File: config.mk
export PLATFORM = sky130hd
export DESIGN_NAME = game_timer_ctrl
export DESIGN_NICKNAME = d
export VERILOG_FILES = /design/src/rtl/game_pkg.sv /design/src/rtl/round_time_calc.sv /design/src/rtl/game_timer_ctrl.sv
export SDC_FILE = /design/constraint.sdc
export NUM_CORES = 1
export LEC_CHECK = 0
export BUFFER_PORTS_ARGS = -buffer_cell sky130_fd_sc_hd__buf_4
export CAP_MARGIN = 20
export CORE_MARGIN = 1
export CORE_UTILIZATION = 48
export DETAILED_ROUTE_END_ITERATION = 10
export PLACE_DENSITY = 0.76
export SYNTH_ARGS = -nofsm -noshare
export SYNTH_HDL_FRONTEND = slang
export SYNTH_SLANG_ARGS = --single-unit
export TNS_END_PERCENT = 1
File: constraint.sdc
create_clock -name clk -period 1.96 [get_ports clk]
set_input_delay 0.196 -clock clk [delete_from_list [all_inputs] [get_ports clk]]
set_output_delay 0.196 -clock clk [all_outputs]
set_load 0.03 [all_outputs]
File: src/rtl/game_pkg.sv
// Shared widths and FSM state encodings for the whack-a-mole game-flow controller.
package game_pkg;

  localparam int unsigned SEC_W   = 6;
  localparam int unsigned ROUND_W = 2;
  localparam int unsigned STATE_W = 3;

  localparam logic [STATE_W-1:0] StIdle  = 3'd0;
  localparam logic [STATE_W-1:0] StReady = 3'd1;
  localparam logic [STATE_W-1:0] StPlay  = 3'd2;
  localparam logic [STATE_W-1:0] StPause = 3'd3;
  localparam logic [STATE_W-1:0] StOver  = 3'd4;

endpackage

File: src/rtl/round_time_calc.sv
// Play time for a round: base time minus a per-round decrement, floored at a minimum.
module round_time_calc
  import game_pkg::*;
#(
  parameter int unsigned ROUND_SECONDS = 30,
  parameter int unsigned ROUND_DEC     = 5,
  parameter int unsigned MIN_SECONDS   = 10
) (
  input  logic [ROUND_W-1:0] round_idx_i,
  output logic [SEC_W-1:0]   rt_o
);

  localparam logic signed [6:0] RoundS = 7'(ROUND_SECONDS);
  localparam logic signed [6:0] MinS   = 7'(MIN_SECONDS);

  logic signed [6:0] dec_s;
  logic signed [6:0] diff_s;

  // Signed width lets an over-large decrement go negative and still hit the floor.
  always_comb begin
    dec_s  = 7'(32'(round_idx_i) * ROUND_DEC);
    diff_s = RoundS - dec_s;
    rt_o   = (diff_s < MinS) ? SEC_W'(MIN_SECONDS) : diff_s[SEC_W-1:0];
  end

endmodule

File: src/rtl/game_timer_ctrl.sv
// Game-flow sequencer: intro countdown, timed rounds, pause/resume and game over,
// driving the one-second countdown timer and exporting phase flags.
module game_timer_ctrl
  import game_pkg::*;
#(
  parameter int unsigned READY_SECONDS = 3,
  parameter int unsigned ROUND_SECONDS = 30,
  parameter int unsigned ROUND_DEC     = 5,
  parameter int unsigned MIN_SECONDS   = 10,
  parameter int unsigned NUM_ROUNDS    = 3
) (
  input  logic               clk,
  input  logic               reset_n,
  input  logic               btn_start,
  input  logic               btn_pause,
  input  logic [SEC_W-1:0]   tmr_count,
  input  logic               tmr_done,
  output logic               tmr_reload,
  output logic               tmr_start,
  output logic               tmr_stop,
  output logic [SEC_W-1:0]   tmr_time,
  output logic [STATE_W-1:0] state,
  output logic [ROUND_W-1:0] round_idx,
  output logic               game_active,
  output logic               show_ready,
  output logic               round_start,
  output logic               game_over
);

  logic [STATE_W-1:0] state_q, state_d;
  logic [ROUND_W-1:0] round_q, round_d;
  logic [SEC_W-1:0]   time_q, time_d;
  logic reload_q, reload_d, start_q, start_d, stop_q, stop_d;
  logic round_start_q, round_start_d, game_over_q, game_over_d;
  logic active_q, ready_q, done_q;
  logic done_evt;
  logic [SEC_W-1:0] rt;

  // The count is display-only here; fold it into a sink so the port stays.
  logic unused_count;
  assign unused_count = ^tmr_count;

  assign done_evt = tmr_done & ~done_q;

  round_time_calc #(
    .ROUND_SECONDS(ROUND_SECONDS),
    .ROUND_DEC    (ROUND_DEC),
    .MIN_SECONDS  (MIN_SECONDS)
  ) u_round_time (
    .round_idx_i(round_q),
    .rt_o       (rt)
  );

  always_comb begin
    state_d       = state_q;
    round_d       = round_q;
    time_d        = time_q;
    reload_d      = 1'b0;
    start_d       = 1'b0;
    stop_d        = 1'b0;
    round_start_d = 1'b0;
    game_over_d   = 1'b0;
    unique case (state_q)
      StIdle: begin
        if (btn_start) begin
          reload_d = 1'b1;
          time_d   = SEC_W'(READY_SECONDS);
          round_d  = '0;
          state_d  = StReady;
        end
      end
      StReady: begin
        if (done_evt) begin
          reload_d      = 1'b1;
          time_d        = rt;
          round_start_d = 1'b1;
          state_d       = StPlay;
        end
      end
      StPlay: begin
        // A timeout takes precedence over a pause arriving in the same cycle.
        if (done_evt) begin
          if (round_q == ROUND_W'(NUM_ROUNDS - 1)) begin
            game_over_d = 1'b1;
            state_d     = StOver;
          end else begin
            round_d  = round_q + ROUND_W'(1);
            reload_d = 1'b1;
            time_d   = SEC_W'(READY_SECONDS);
            state_d  = StReady;
          end
        end else if (btn_pause) begin
          stop_d  = 1'b1;
          state_d = StPause;
        end
      end
      StPause: begin
        if (btn_pause || btn_start) begin
          start_d = 1'b1;
          state_d = StPlay;
        end
      end
      StOver: begin
        if (btn_start) begin
          round_d = '0;
          state_d = StIdle;
        end
      end
      default: begin
        round_d = '0;
        state_d = StIdle;
      end
    endcase
  end

  always_ff @(posedge clk or negedge reset_n) begin
    if (!reset_n) begin
      state_q       <= StIdle;
      round_q       <= '0;
      time_q        <= '0;
      reload_q      <= 1'b0;
      start_q       <= 1'b0;
      stop_q        <= 1'b0;
      round_start_q <= 1'b0;
      game_over_q   <= 1'b0;
      active_q      <= 1'b0;
      ready_q       <= 1'b0;
      done_q        <= 1'b0;
    end else begin
      state_q       <= state_d;
      round_q       <= round_d;
      time_q        <= time_d;
      reload_q      <= reload_d;
      start_q       <= start_d;
      stop_q        <= stop_d;
      round_start_q <= round_start_d;
      game_over_q   <= game_over_d;
      active_q      <= (state_d == StPlay);
      ready_q       <= (state_d == StReady);
      done_q        <= tmr_done;
    end
  end

  assign tmr_reload  = reload_q;
  assign tmr_start   = start_q;
  assign tmr_stop    = stop_q;
  assign tmr_time    = time_q;
  assign state       = state_q;
  assign round_idx   = round_q;
  assign game_active = active_q;
  assign show_ready  = ready_q;
  assign round_start = round_start_q;
  assign game_over   = game_over_q;

endmodule

# Yosys cells after proc, flatten, opt, wreduce, memory -nomap -nowiden
# Index checks and enable logic that the tools add are counted.
[op_classes] add_sub_neg=2 multipliers=1 magnitude_cmp=1 eq_ne=12 mux=32 n_bitwise=3 reduce_logical=7
[ops] cell="$mux W6" n=5
[ops] cell="$mux W3" n=7
[ops] cell="$pmux W6 S3" n=1
[ops] cell="$pmux W3 S5" n=1
[ops] cell="$mux W1" n=13
[ops] cell="$eq A3 B2 Y1 const B" n=3
[ops] cell="$ne A2 B2 Y1 const B" n=4
[ops] cell="$lt A7 B5 Y1 const B" n=1
[ops] cell="$eq A3 B1 Y1 const B" n=2
[ops] cell="$mux W2" n=3
[ops] cell="$pmux W2 S3" n=1
[ops] cell="$sub A5 B5 Y6 const A" n=1
[ops] cell="$mul A2 B3 Y5 const B" n=1
[ops] cell="$reduce_and A5 Y1" n=1
[ops] cell="$reduce_and A4 Y1" n=1
[ops] cell="$reduce_or A2 Y1" n=2
[ops] cell="$eq A3 B3 Y1 const B" n=1
[ops] cell="$logic_not A3 Y1" n=1
[ops] cell="$pmux W1 S3" n=1
[ops] cell="$reduce_bool A3 Y1" n=1
[ops] cell="$add A2 B1 Y2 const B" n=1
[ops] cell="$eq A2 B2 Y1 const B" n=1
[ops] cell="$ne A2 B1 Y1 const B" n=1
[ops] cell="$not A1 Y1" n=2
[ops] cell="2 further kinds" n=2
[word_totals] ff_bits=19 in_bits=11 output_inout_bits=18 word_cells=69

# Longest topological paths before layout
[depth] word_depth=6 mapped_depth=7 depth_no_buf=7

# Cells and area by module
# A second synthesis with hierarchy kept.
[unflattened] hier_cells=82 area_unflattened_um2=958.4
[modules_own_cells] module="game_timer_ctrl" instances=1 cells_per_inst=67 area_per_inst_um2=844.6 seq_area_each_um2=475.5
[modules_own_cells] module="round_time_calc" instances=1 cells_per_inst=15 area_per_inst_um2=113.9 seq_area_each_um2=0.0

# Worst setup path before layout
# Ideal clock, no wire load.
[synth_timing] path_type="flip-flop to flip-flop" startpoint="register round_q[0] (netlist: round_idx[0])" endpoint="register time_q[5] (netlist: tmr_time[5])" setup_time_ns=0.121 t_arrival_ns=1.911 required_time_ns=1.839 path_slack_ns=-0.072 path_stages_with_launch=7 path_buffers=0 period_less_slack_ns=2.032 cell_sequence="dfrtp_1 > inv_1 > ha_1 > or3b_1 > a211o_1 > o21a_2 > a22o_1"
[synth_via] elab_chain_cells=6 word_cells_on_any_way=9 classes_between="add/sub: 1; mul: 1; order compare: 1; eq/ne: 2; mux: 3; reduce/logical: 1"
[synth_lines] element="from (decl)" line="game_timer_ctrl.sv:31" source="logic [ROUND_W-1:0] round_q, round_d;"
[synth_lines] element="from (signal assigned)" line="game_timer_ctrl.sv:131" source="round_q <= round_d;"
[synth_lines] element="$mul A2 B3 Y5" line="round_time_calc.sv:21" source="dec_s = 7'(32'(round_idx_i) * ROUND_DEC);"
[synth_lines] element="$sub A5 B5 Y6" line="round_time_calc.sv:22" source="diff_s = RoundS - dec_s;"
[synth_lines] element="$lt A7 B5 Y1" line="round_time_calc.sv:23" source="rt_o = (diff_s < MinS) ? SEC_W'(MIN_SECONDS) : diff_s[SEC_W-1:0];"
[synth_lines] element="$mux W6" line="round_time_calc.sv:23"
[synth_lines] element="$mux W6" line="game_timer_ctrl.sv:73" source="if (done_evt) begin"
[synth_lines] element="$pmux W6 S3" line="game_timer_ctrl.sv:63" source="unique case (state_q)"
[synth_lines] element="to (signal assigned)" line="game_timer_ctrl.sv:132" source="time_q <= time_d;"
[synth_lines] element="to (decl)" line="game_timer_ctrl.sv:32" source="logic [SEC_W-1:0] time_q, time_d;"
# Several ways; a longest one is shown, not always the timed one. The select of a mux whose other input is x is not followed.
# A chain may end at the register's enable or synchronous reset.

# Final worst setup path
[layout_timing] startpoint="register round_q[1] (netlist: round_idx[1])" endpoint="register time_q[5] (netlist: tmr_time[5])"
# Same word-level chain as after synthesis.

==> results.json <==
{
  "status": "finished clean",
  "gp_congestion": 0.841,
  "timing.final.crit_share_pct": 90.3,
  "grt_pass1_wl_microns": 2820,
  "cts_max_path_buffers": 2,
  "clk_pin_slew_ps": 110,
  "vias_per_cell": 5.28,
  "htreeDepth": 1,
  "hold_slack_ps": 16.8,
  "hold_path_depth": 1,
  "worstSetupEndpointType": "flop",
  "skew_ps": 4.17,
  "ir_drop_uv": 809,
  "route.vias.total": 692,
  "synthFlopType": "dfrtp_1",
  "cp_max_fo": 6,
  "cts-buffers-inserted": 3,
  "whs_endpoint": "done_q",
  "synth_area_sq_um": 905,
  "yosys_warnings": 0,
  "holdCritPathClass": "primary input to flop",
  "antenna_found_initial": 0,
  "io_pins": 29,
  "async_flop_share_pct": 100,
  "grt_usage_pct": 19.9,
  "reg2reg_setup_slack_ps": 190,
  "clock_sinks": 19,
  "die_w_microns": 45.4,
  "ctsHoldBuffers": 1,
  "ant_nets": 0,
  "ff2ff_path_depth": 5,
  "grt_pass1_vias": 618,
  "chipHeight_microns": 45.4,
  "r2r-start": "round_idx[1]",
  "first_pass_iters": 4,
  "min_period_ps": 1770,
  "design.core.area_sq_um": 1750,
  "fin_total_pwr_w": 0.00160,
  "ys_ff_latch": 19,
  "fin_nets": 125,
  "critPathLaunchType": "flop",
  "ys_seq_area_share_pct": 52.6,
  "synth_area_per_cell_sq_um": 11.5,
  "fmax_ghz": 0.565,
  "grt_max_degree": 20,
  "timing.rr.end": "tmr_time[5]",
  "p_per_area_nw_per_um2": 1390,
  "cts_resized": 0,
  "n_antenna_cell": 0,
  "start_util_pct": 51.8,
  "drc": 0,
  "drtIter0Drc": 18,
  "clockRootBuffer": "clkbuf_4",
  "grt_overflow": 0,
  "syn_nets": 97,
  "rsz0062_at_grt": "false",
  "drv_slew": 0,
  "clkLatencyLatePin_ps": 310,
  "critPathRequiredTime_ps": 2170,
  "crit_type": "flop to flop",
  "critPathArrivalTime_ps": 1980,
  "ys_types": 35,
  "tritoncts": "built",
  "leakage_nw": 0.562,
  "min_from": "tmr_done",
  "num_rows": 15,
  "setup_viol": 0,
  "post_cts_buffers": 0,
  "hold_viol": 0,
  "area_growth_pct": 26.8,
  "cap_viol_max_count": 0,
  "io_buffers": 22,
  "place_hpwl_microns": 1300,
  "drive_above_1_share_pct": 32.1,
  "synth_edf_count": 0,
  "setup-tns-final_ps": 0,
  "die_area_sq_um": 2060,
  "routedWlPerCell_microns": 13.5,
  "netlist_instances": 79,
  "wirelength_microns": 1770
}
-- critical path, stage by stage, from the launching register on --
cell and delay, ps:
dfrtp_1 460, ha_1 220, or3b_1 360, a211o_1 300, o21a_2 160, a22o_1 180
-- layout make-up --
cell class,instances,area (sq um)
inverter,7,26.3
clock buffer,4,26.3
sequential,19,477
timing repair buffer,26,198
tap,25,31.3
multi-input combinational,50,389
fill,148,598
-- registers in the layout, summed over array words and instances, names as in the netlist --
signal and flops:
tmr_reload 1, state 3, tmr_time 6, round_idx 2, tmr_stop 1, done_q 1
show_ready 1, game_active 1, game_over 1, round_start 1, tmr_start 1
-- Yosys cell counts, types with 2 or more instances --
master | n | area share, %
inv_1 | 5 | 2.1
or3b_1 | 3 | 2.9
a211oi_1 | 2 | 1.7
nor3_1 | 2 | 1.1
and3_1 | 2 | 1.4
a22o_1 | 2 | 1.9
ha_1 | 7 | 9.7
dfrtp_1 | 19 | 53
buf_2 | 2 | 1.1
inv_2 | 2 | 0.83
nand2_1 | 5 | 2.1
nand2b_1 | 2 | 1.4
o2bb2ai_1 | 3 | 2.9
nor3b_1 | 2 | 1.7
-- through the flow --
step	util (%)	worst slack [ps]	cell area [sq um]	cells
final	65.7	191	1150	131
after global placement	63.7	244	1110	126
after global routing	65.7	106	1150	131
after CTS	65.7	193	1150	131
after detailed placement	63.7	209	1110	126
after floorplan	-	64.5	906	79
-- cells in the final DEF (no fill, tap or decap), types with 2 or more instances in the layout --
master,n
clkbuf_4,3
or3b_1,3
inv_2,2
dfrtp_1,18
nor3_1,2
a22o_1,2
o2bb2ai_1,3
and3_1,2
nand2b_1,2
nor3b_1,2
buf_4,25
nand2_1,5
inv_1,5
ha_1,7
a211oi_1,2
-- metal layers --
metal	vias up	track usage [%]	part of all wire (%)
met1	328	26.6	46
met3	5	3.57	4.6
met5	-	0	0
li1	334	-	-
met2	25	30.3	47
met4	0	10.9	2.3
-- power by group --
part	total (W)	internal (W)	switching, W
Sequential	0.000601	0.000504	0.0000974
Combinational	0.000796	0.000326	0.000470
Clock	0.000203	0.0000795	0.000124
Total	0.00160	0.000910	0.000691
-- cells by family (layout without fill, tap and decap cells) --
logic type               count (synthesis)  in the layout  share of synthesized area, %
flip-flops                              19             19                          52.6
AO/OA/AOI/OAI                           19             19                          17.3
adder cells (fa/ha/maj)                  7              7                          9.68
other                                    1              1                         0.415
AND/OR/NAND/NOR                         23             23                          15.6
buffers and inverters                   10             37                          4.43
-- how the worst max path moves through the flow --
stage            startpoint  cells after the start           to  slack [ps]
6_report       round_idx[1]                      5  tmr_time[5]         190
5_1_grt        round_idx[1]                      5  tmr_time[5]         110
4_1_cts        round_idx[1]                      5  tmr_time[5]         190
3_5_place_dp   round_idx[1]                      5  tmr_time[5]         210
3_3_place_gp   round_idx[1]                      5  tmr_time[5]         240
2_1_floorplan  round_idx[0]                      6  tmr_time[5]          60
Power figures use the tool's default switching activity.
